<file path="config.mk">
export PLATFORM = sky130hd
export DESIGN_NAME = tile_buffer_bank
export DESIGN_NICKNAME = d
export VERILOG_FILES = /design/src/rtl/tile_buffer_bank.sv
export SDC_FILE = /design/constraint.sdc
export NUM_CORES = 2
export LEC_CHECK = 0
export CORE_ASPECT_RATIO = 0.5
export CORE_MARGIN = 10
export CORE_UTILIZATION = 50
export CTS_CLUSTER_DIAMETER = 200
export CTS_CLUSTER_SIZE = 20
export DETAILED_ROUTE_END_ITERATION = 8
export GPL_TIMING_DRIVEN = 0
export PLACE_DENSITY = 0.69
export SLEW_MARGIN = 20
export SYNTH_ARGS = -nofsm -noshare
export SYNTH_HDL_FRONTEND = slang
export SYNTH_SLANG_ARGS = --single-unit
export TNS_END_PERCENT = 20
</file>
<file path="constraint.sdc">
create_clock -name clk -period 18.4 [get_ports clk]
set_input_delay 2.76 -clock clk [delete_from_list [all_inputs] [get_ports clk]]
set_output_delay 2.76 -clock clk [all_outputs]
set_load 0.02 [all_outputs]
</file>
<file path="src/rtl/tile_buffer_bank.sv">
// Multi-bank tile staging buffer: per-bank fill/replay state, valid/ready handshakes on both sides.
// Optional sticky protocol-error flag enabled by defining TILE_BUFFER_BANK_ERR_EN.
module tile_buffer_bank #(
    parameter int unsigned DATA_WIDTH   = 8,
    parameter int unsigned TILE_SIZE    = 32,
    parameter int unsigned DEPTH_TILES  = 4,
    parameter int unsigned BUFFER_COUNT = 2,
    localparam int unsigned TILE_WIDTH  = TILE_SIZE * DATA_WIDTH,
    localparam int unsigned BW          = (BUFFER_COUNT > 1) ? $clog2(BUFFER_COUNT) : 1,
    localparam int unsigned LW          = $clog2(DEPTH_TILES + 1)
) (
    input  logic                    clk,
    input  logic                    reset,
    input  logic                    wr_valid,
    input  logic [BW-1:0]           wr_buf,
    input  logic [LW-1:0]           wr_len,
    input  logic [TILE_WIDTH-1:0]   wr_data,
    output logic                    wr_ready,
    output logic                    wr_done,
    input  logic                    rd_valid,
    input  logic [BW-1:0]           rd_buf,
    output logic                    rd_ready,
    output logic [TILE_WIDTH-1:0]   rd_data,
    output logic                    rd_data_valid,
    output logic                    rd_last,
    output logic                    rd_done,
    output logic [BUFFER_COUNT-1:0] bank_full,
    output logic                    err
);

    localparam int unsigned PW = (DEPTH_TILES > 1) ? $clog2(DEPTH_TILES) : 1;
    localparam logic [BW:0] BUF_LIMIT = (BW + 1)'(BUFFER_COUNT);
    localparam logic [LW-1:0] MAX_LEN = LW'(DEPTH_TILES);

    typedef enum logic [1:0] {StEmpty, StWriting, StValid, StReading} bank_state_e;

    bank_state_e         state_q  [BUFFER_COUNT];
    bank_state_e         state_d  [BUFFER_COUNT];
    logic [PW-1:0]       wr_ptr_q [BUFFER_COUNT];
    logic [PW-1:0]       wr_ptr_d [BUFFER_COUNT];
    logic [PW-1:0]       rd_ptr_q [BUFFER_COUNT];
    logic [PW-1:0]       rd_ptr_d [BUFFER_COUNT];
    logic [LW-1:0]       len_q    [BUFFER_COUNT];
    logic [LW-1:0]       len_d    [BUFFER_COUNT];

    // Storage has no reset so it can map onto RAM.
    logic [TILE_WIDTH-1:0] mem [BUFFER_COUNT][DEPTH_TILES];

    logic                  wr_in_range, rd_in_range;
    logic [BW-1:0]         wr_idx, rd_idx;
    logic                  wr_fire, rd_fire;
    logic                  wr_first, wr_last, rd_last_tile;
    logic [LW-1:0]         wr_eff_len;
    logic [PW-1:0]         wr_addr;
    logic                  wr_done_q, rd_data_valid_q, rd_last_q;
    logic [TILE_WIDTH-1:0] rd_data_q;

    always_comb begin
        wr_in_range = {1'b0, wr_buf} < BUF_LIMIT;
        rd_in_range = {1'b0, rd_buf} < BUF_LIMIT;
        wr_idx      = wr_in_range ? wr_buf : '0;
        rd_idx      = rd_in_range ? rd_buf : '0;

        wr_ready = wr_in_range && (state_q[wr_idx] != StReading);
        // A write to the same bank always takes priority over a read request.
        rd_ready = rd_in_range
                   && ((state_q[rd_idx] == StValid) || (state_q[rd_idx] == StReading))
                   && !(wr_valid && (wr_buf == rd_buf));
        wr_fire  = wr_valid && wr_ready;
        rd_fire  = rd_valid && rd_ready;

        wr_eff_len = ((wr_len == '0) || (wr_len > MAX_LEN)) ? MAX_LEN : wr_len;
        wr_first   = (state_q[wr_idx] == StEmpty) || (state_q[wr_idx] == StValid);
        wr_addr    = wr_first ? '0 : wr_ptr_q[wr_idx];
        wr_last    = wr_first ? (wr_eff_len == LW'(1))
                              : (LW'(wr_ptr_q[wr_idx]) == len_q[wr_idx] - LW'(1));
        rd_last_tile = LW'(rd_ptr_q[rd_idx]) == len_q[rd_idx] - LW'(1);
    end

    always_comb begin
        state_d  = state_q;
        wr_ptr_d = wr_ptr_q;
        rd_ptr_d = rd_ptr_q;
        len_d    = len_q;

        if (wr_fire) begin
            if (wr_first) begin
                len_d[wr_idx]    = wr_eff_len;
                rd_ptr_d[wr_idx] = '0;
            end
            if (wr_last) begin
                state_d[wr_idx]  = StValid;
                wr_ptr_d[wr_idx] = '0;
            end else begin
                state_d[wr_idx]  = StWriting;
                wr_ptr_d[wr_idx] = wr_addr + PW'(1);
            end
        end

        if (rd_fire) begin
            if (rd_last_tile) begin
                state_d[rd_idx]  = StValid;
                rd_ptr_d[rd_idx] = '0;
            end else begin
                state_d[rd_idx]  = StReading;
                rd_ptr_d[rd_idx] = rd_ptr_q[rd_idx] + PW'(1);
            end
        end
    end

    always_ff @(posedge clk or posedge reset) begin
        if (reset) begin
            for (int unsigned b = 0; b < BUFFER_COUNT; b++) begin
                state_q[b]  <= StEmpty;
                wr_ptr_q[b] <= '0;
                rd_ptr_q[b] <= '0;
                len_q[b]    <= '0;
            end
            wr_done_q       <= 1'b0;
            rd_data_valid_q <= 1'b0;
            rd_last_q       <= 1'b0;
            rd_data_q       <= '0;
        end else begin
            state_q         <= state_d;
            wr_ptr_q        <= wr_ptr_d;
            rd_ptr_q        <= rd_ptr_d;
            len_q           <= len_d;
            wr_done_q       <= wr_fire && wr_last;
            rd_data_valid_q <= rd_fire;
            rd_last_q       <= rd_fire && rd_last_tile;
            if (rd_fire) begin
                rd_data_q <= mem[rd_idx][rd_ptr_q[rd_idx]];
            end
        end
    end

    always_ff @(posedge clk) begin
        if (wr_fire) begin
            mem[wr_idx][wr_addr] <= wr_data;
        end
    end

    always_comb begin
        for (int unsigned b = 0; b < BUFFER_COUNT; b++) begin
            bank_full[b] = (state_q[b] == StValid) || (state_q[b] == StReading);
        end
    end

    assign wr_done       = wr_done_q;
    assign rd_data       = rd_data_q;
    assign rd_data_valid = rd_data_valid_q;
    assign rd_last       = rd_last_q;
    assign rd_done       = rd_last_q;

`ifdef TILE_BUFFER_BANK_ERR_EN
    logic err_q, err_set;

    always_comb begin
        err_set = (wr_valid && !wr_in_range)
                  || (rd_valid && !rd_in_range)
                  || (rd_valid && rd_in_range
                      && ((state_q[rd_idx] == StEmpty) || (state_q[rd_idx] == StWriting)));
    end

    always_ff @(posedge clk or posedge reset) begin
        if (reset) begin
            err_q <= 1'b0;
        end else begin
            err_q <= err_q | err_set;
        end
    end

    assign err = err_q;
`else
    assign err = 1'b0;
`endif

endmodule

</file>
==> flow_summary.toml <==
[run_status]
status = "finished clean"

[critical_path]
worst_path_max_delay_cell = "clkdlybuf4s50_1"
max_stage_delay_ps = 630
cp_cell_sequence = "clkdlybuf4s50_1 > buf_2 > mux2_2 > nand2_1 > clkdlybuf4s50_1"
r2r-end = "mem[0][118]"
rr_worst_depth = 10
critPathMaxFanout = 10
critPathArrivalTime_ps = 4760
cp_common_cell = "clkdlybuf4s50_1"
reg2reg_slack_ps = 14920
timing.rr.start = "state_q[2]"
worstSetupStartpointType = "input port"
required_ps = 15640
setup.worst_path.end_class = "primary output"
crit_type = "in2out"

[power_and_ir_drop]
power.switching_mw = 4.08
internal-power_mw = 9.88
powerDensity_nw_per_um2 = 139
p_seq_share_pct = 48.1
ir_drop_v = 0.0000838
p_sw_share_pct = 29.2
total_leakage_power_nw = 32.9
comb_power_share_pct = 29.5
clock_power_share_pct = 22.4
power_mw = 14.0

[sta]
finalSetupViolCount = 0
min_period_ps = 7520
skew_ps = 53.9
finalCritPeriodShare_pct = 40.9
hold_viol = 0
fmax_mhz = 133
slew-limit-headroom_pct = 28.2
rsz0062_at_grt = "false"
slew_violations = 0
tns_ps = 0
tightest_slew_ps = 1080

[route]
drt-initial-drc-count = 4179
vias = 42000
wl_microns = 214000
wl_per_cell_microns = 31.3
drc = 0
ant_nets = 0
viasPerCell = 6.14
firstDrtPassIters = 5

[synth]
synth_cell_types = 38
syn_avg_cell_area_sq_um = 23.3
synth.cell_area_sq_um = 86300
ys_seq_area_share_pct = 79.3
syn_inst = 3699
ys_warn_count = 0
syn-num-nets = 3971
ys.flop_type = "edfxtp_1"
ys_seq_elements = 2325
synth-async-reset-ratio_pct = 11.9
synth_edf_count = 2048

[hold_path]
min_path_cells = 1
min_from = "rd_data[112]"
hold_path_class = "reg2reg"
min_to = "rd_data[112]"

[grt]
grt_pass1_wl_microns = 309000
antenna_found_initial = 49
grt_pass1_vias = 43500
grt-ovfl-total = 0
grt_max_degree = 73
grt_usage_pct = 22.0

[cells_and_area]
area_growth_syn_to_layout_pct = 16.1
layout_commonest_cell = "edfxtp_1"
final_cell_mix = "edfxtp_1, clkdlybuf4s50_1, mux4_2"
final_nets = 4705
drive_above_1_share_pct = 19.5
fillers = 12200

[clock_network]
h-tree-depth = 4
clock-sinks = 2325
insertion_delay_ps = 800
post_cts_buffers = 0
cts_resized = 0
cts_root_buf = "clkbuf_16"
cts_tree = "done"
clk_pin_slew_ps = 80
cts_buffers = 142
hold_buffers = 0
cts_buffer_depth = 4

[die]
fp.dieH_microns = 314
dieWidth_microns = 608
die_area_sq_um = 191000
row_count = 107
ioPinCount = 530
coreArea_sq_um = 171000
start_util_pct = 50.5

[job]
max_cap_viol_count = 0

[placement]
portBuffers = 528
place.gp.congestion = 0.763
dp_hpwl_microns = 136000
==> power groups by stage <==
stage	clock [mW]	combinational [mW]	sequential (mW)
6_report	3.13	4.12	6.72
4_1_cts	3.18	4.20	6.72
5_1_grt	3.37	4.36	6.77
3_3_place_gp	0	4.03	7.04
2_1_floorplan	0	2.17	7.19
3_5_place_dp	0	4.19	6.84
==> Yosys cell counts (all sizes together), types with 5 or more instances <==
| cell | instances | area share (%) |
|---|---|---|
| dfrtp | 277 | 8.0 |
| mux2i | 9 | 0.10 |
| xor2 | 6 | 0.061 |
| buf | 156 | 1.3 |
| and3 | 258 | 1.9 |
| edfxtp | 2048 | 71 |
| nand2 | 19 | 0.091 |
| a21oi | 5 | 0.029 |
| o21ai | 13 | 0.075 |
| a221o | 256 | 3.0 |
| and2 | 8 | 0.058 |
| nand3 | 9 | 0.052 |
| mux4 | 512 | 13 |
| clkbuf | 80 | 0.35 |
| ha | 7 | 0.10 |
| inv | 5 | 0.022 |
==> how the worst max path moves through the flow <==
stage	start	end	slack [ps]
6_report	wr_buf	wr_ready	10880
5_1_grt	wr_buf	wr_ready	10830
4_1_cts	wr_buf	wr_ready	10880
3_5_place_dp	wr_buf	wr_ready	10880
3_3_place_gp	reset	rd_data[12]	250
2_1_floorplan	reset	len_q[0]	8000
==> layer usage <==
| metal | vias to the layer above | share of wire (%) | GRT usage, % |
|---|---|---|---|
| met5 | - | 0.022 | 0 |
| met4 | 8 | 3.5 | 7.21 |
| met3 | 313 | 5.7 | 3.16 |
| met2 | 1575 | 53 | 39.0 |
| met1 | 22800 | 38 | 28.0 |
| li1 | 17300 | - | - |
==> flip-flops by register name (all words and copies together), names as in the netlist <==
register,count
wr_ptr_q,4
state_q,4
wr_done,1
rd_data_valid,1
len_q,6
rd_done,1
rd_ptr_q,4
rd_data,256
mem,2048
==> layout make-up <==
type | instances | area [sq um] | share of cell area (%)
Antenna cell | 30 | 75.1 | 0.0749
Buffer | 236 | 1400 | 1.39
Clock buffer | 228 | 3900 | 3.89
Clock inverter | 7 | 68.8 | 0.0687
Inverter | 5 | 26.3 | 0.0262
Multi-Input combinational cell | 1133 | 16500 | 16.4
Sequential cell | 2325 | 68400 | 68.3
Tap cell | 2289 | 2860 | 2.86
Timing Repair Buffer | 590 | 6940 | 6.93
==> worst max-delay path, delay by kind of cell <==
family | cells | cell delay, ps
buffers and inverters | 3 | 1500
muxes | 1 | 360
and+or+nand+nor | 1 | 130
==> kinds of logic after synthesis <==
family          Yosys count  synth area share (%)
simple gates            308                  2.17
buf+inv                 241                  1.63
xor+xnor                  9                0.0914
mux                     525                  13.5
compound gates          283                  3.17
fa+ha+maj                 7                 0.101
other cells               1               0.00435
flops                  2325                  79.3
==> through the flow <==
| stage | util [%] | hold slack, ps | area (sq um) | std cells | setup WS (ps) |
|---|---|---|---|---|---|
| finish | 58.6 | 513 | 100000 | 6843 | 10880 |
| global route | 58.6 | 527 | 100000 | 6839 | 10830 |
| CTS | 58.6 | 518 | 100000 | 6813 | 10880 |
| detailed placement | 56.3 | 497 | 96100 | 6578 | 10880 |
| global placement | 55.3 | 489 | 94400 | 6516 | 247 |
| floorplan | - | 455 | 86300 | 3699 | 8000 |
Power figures use the tool's default switching activity.
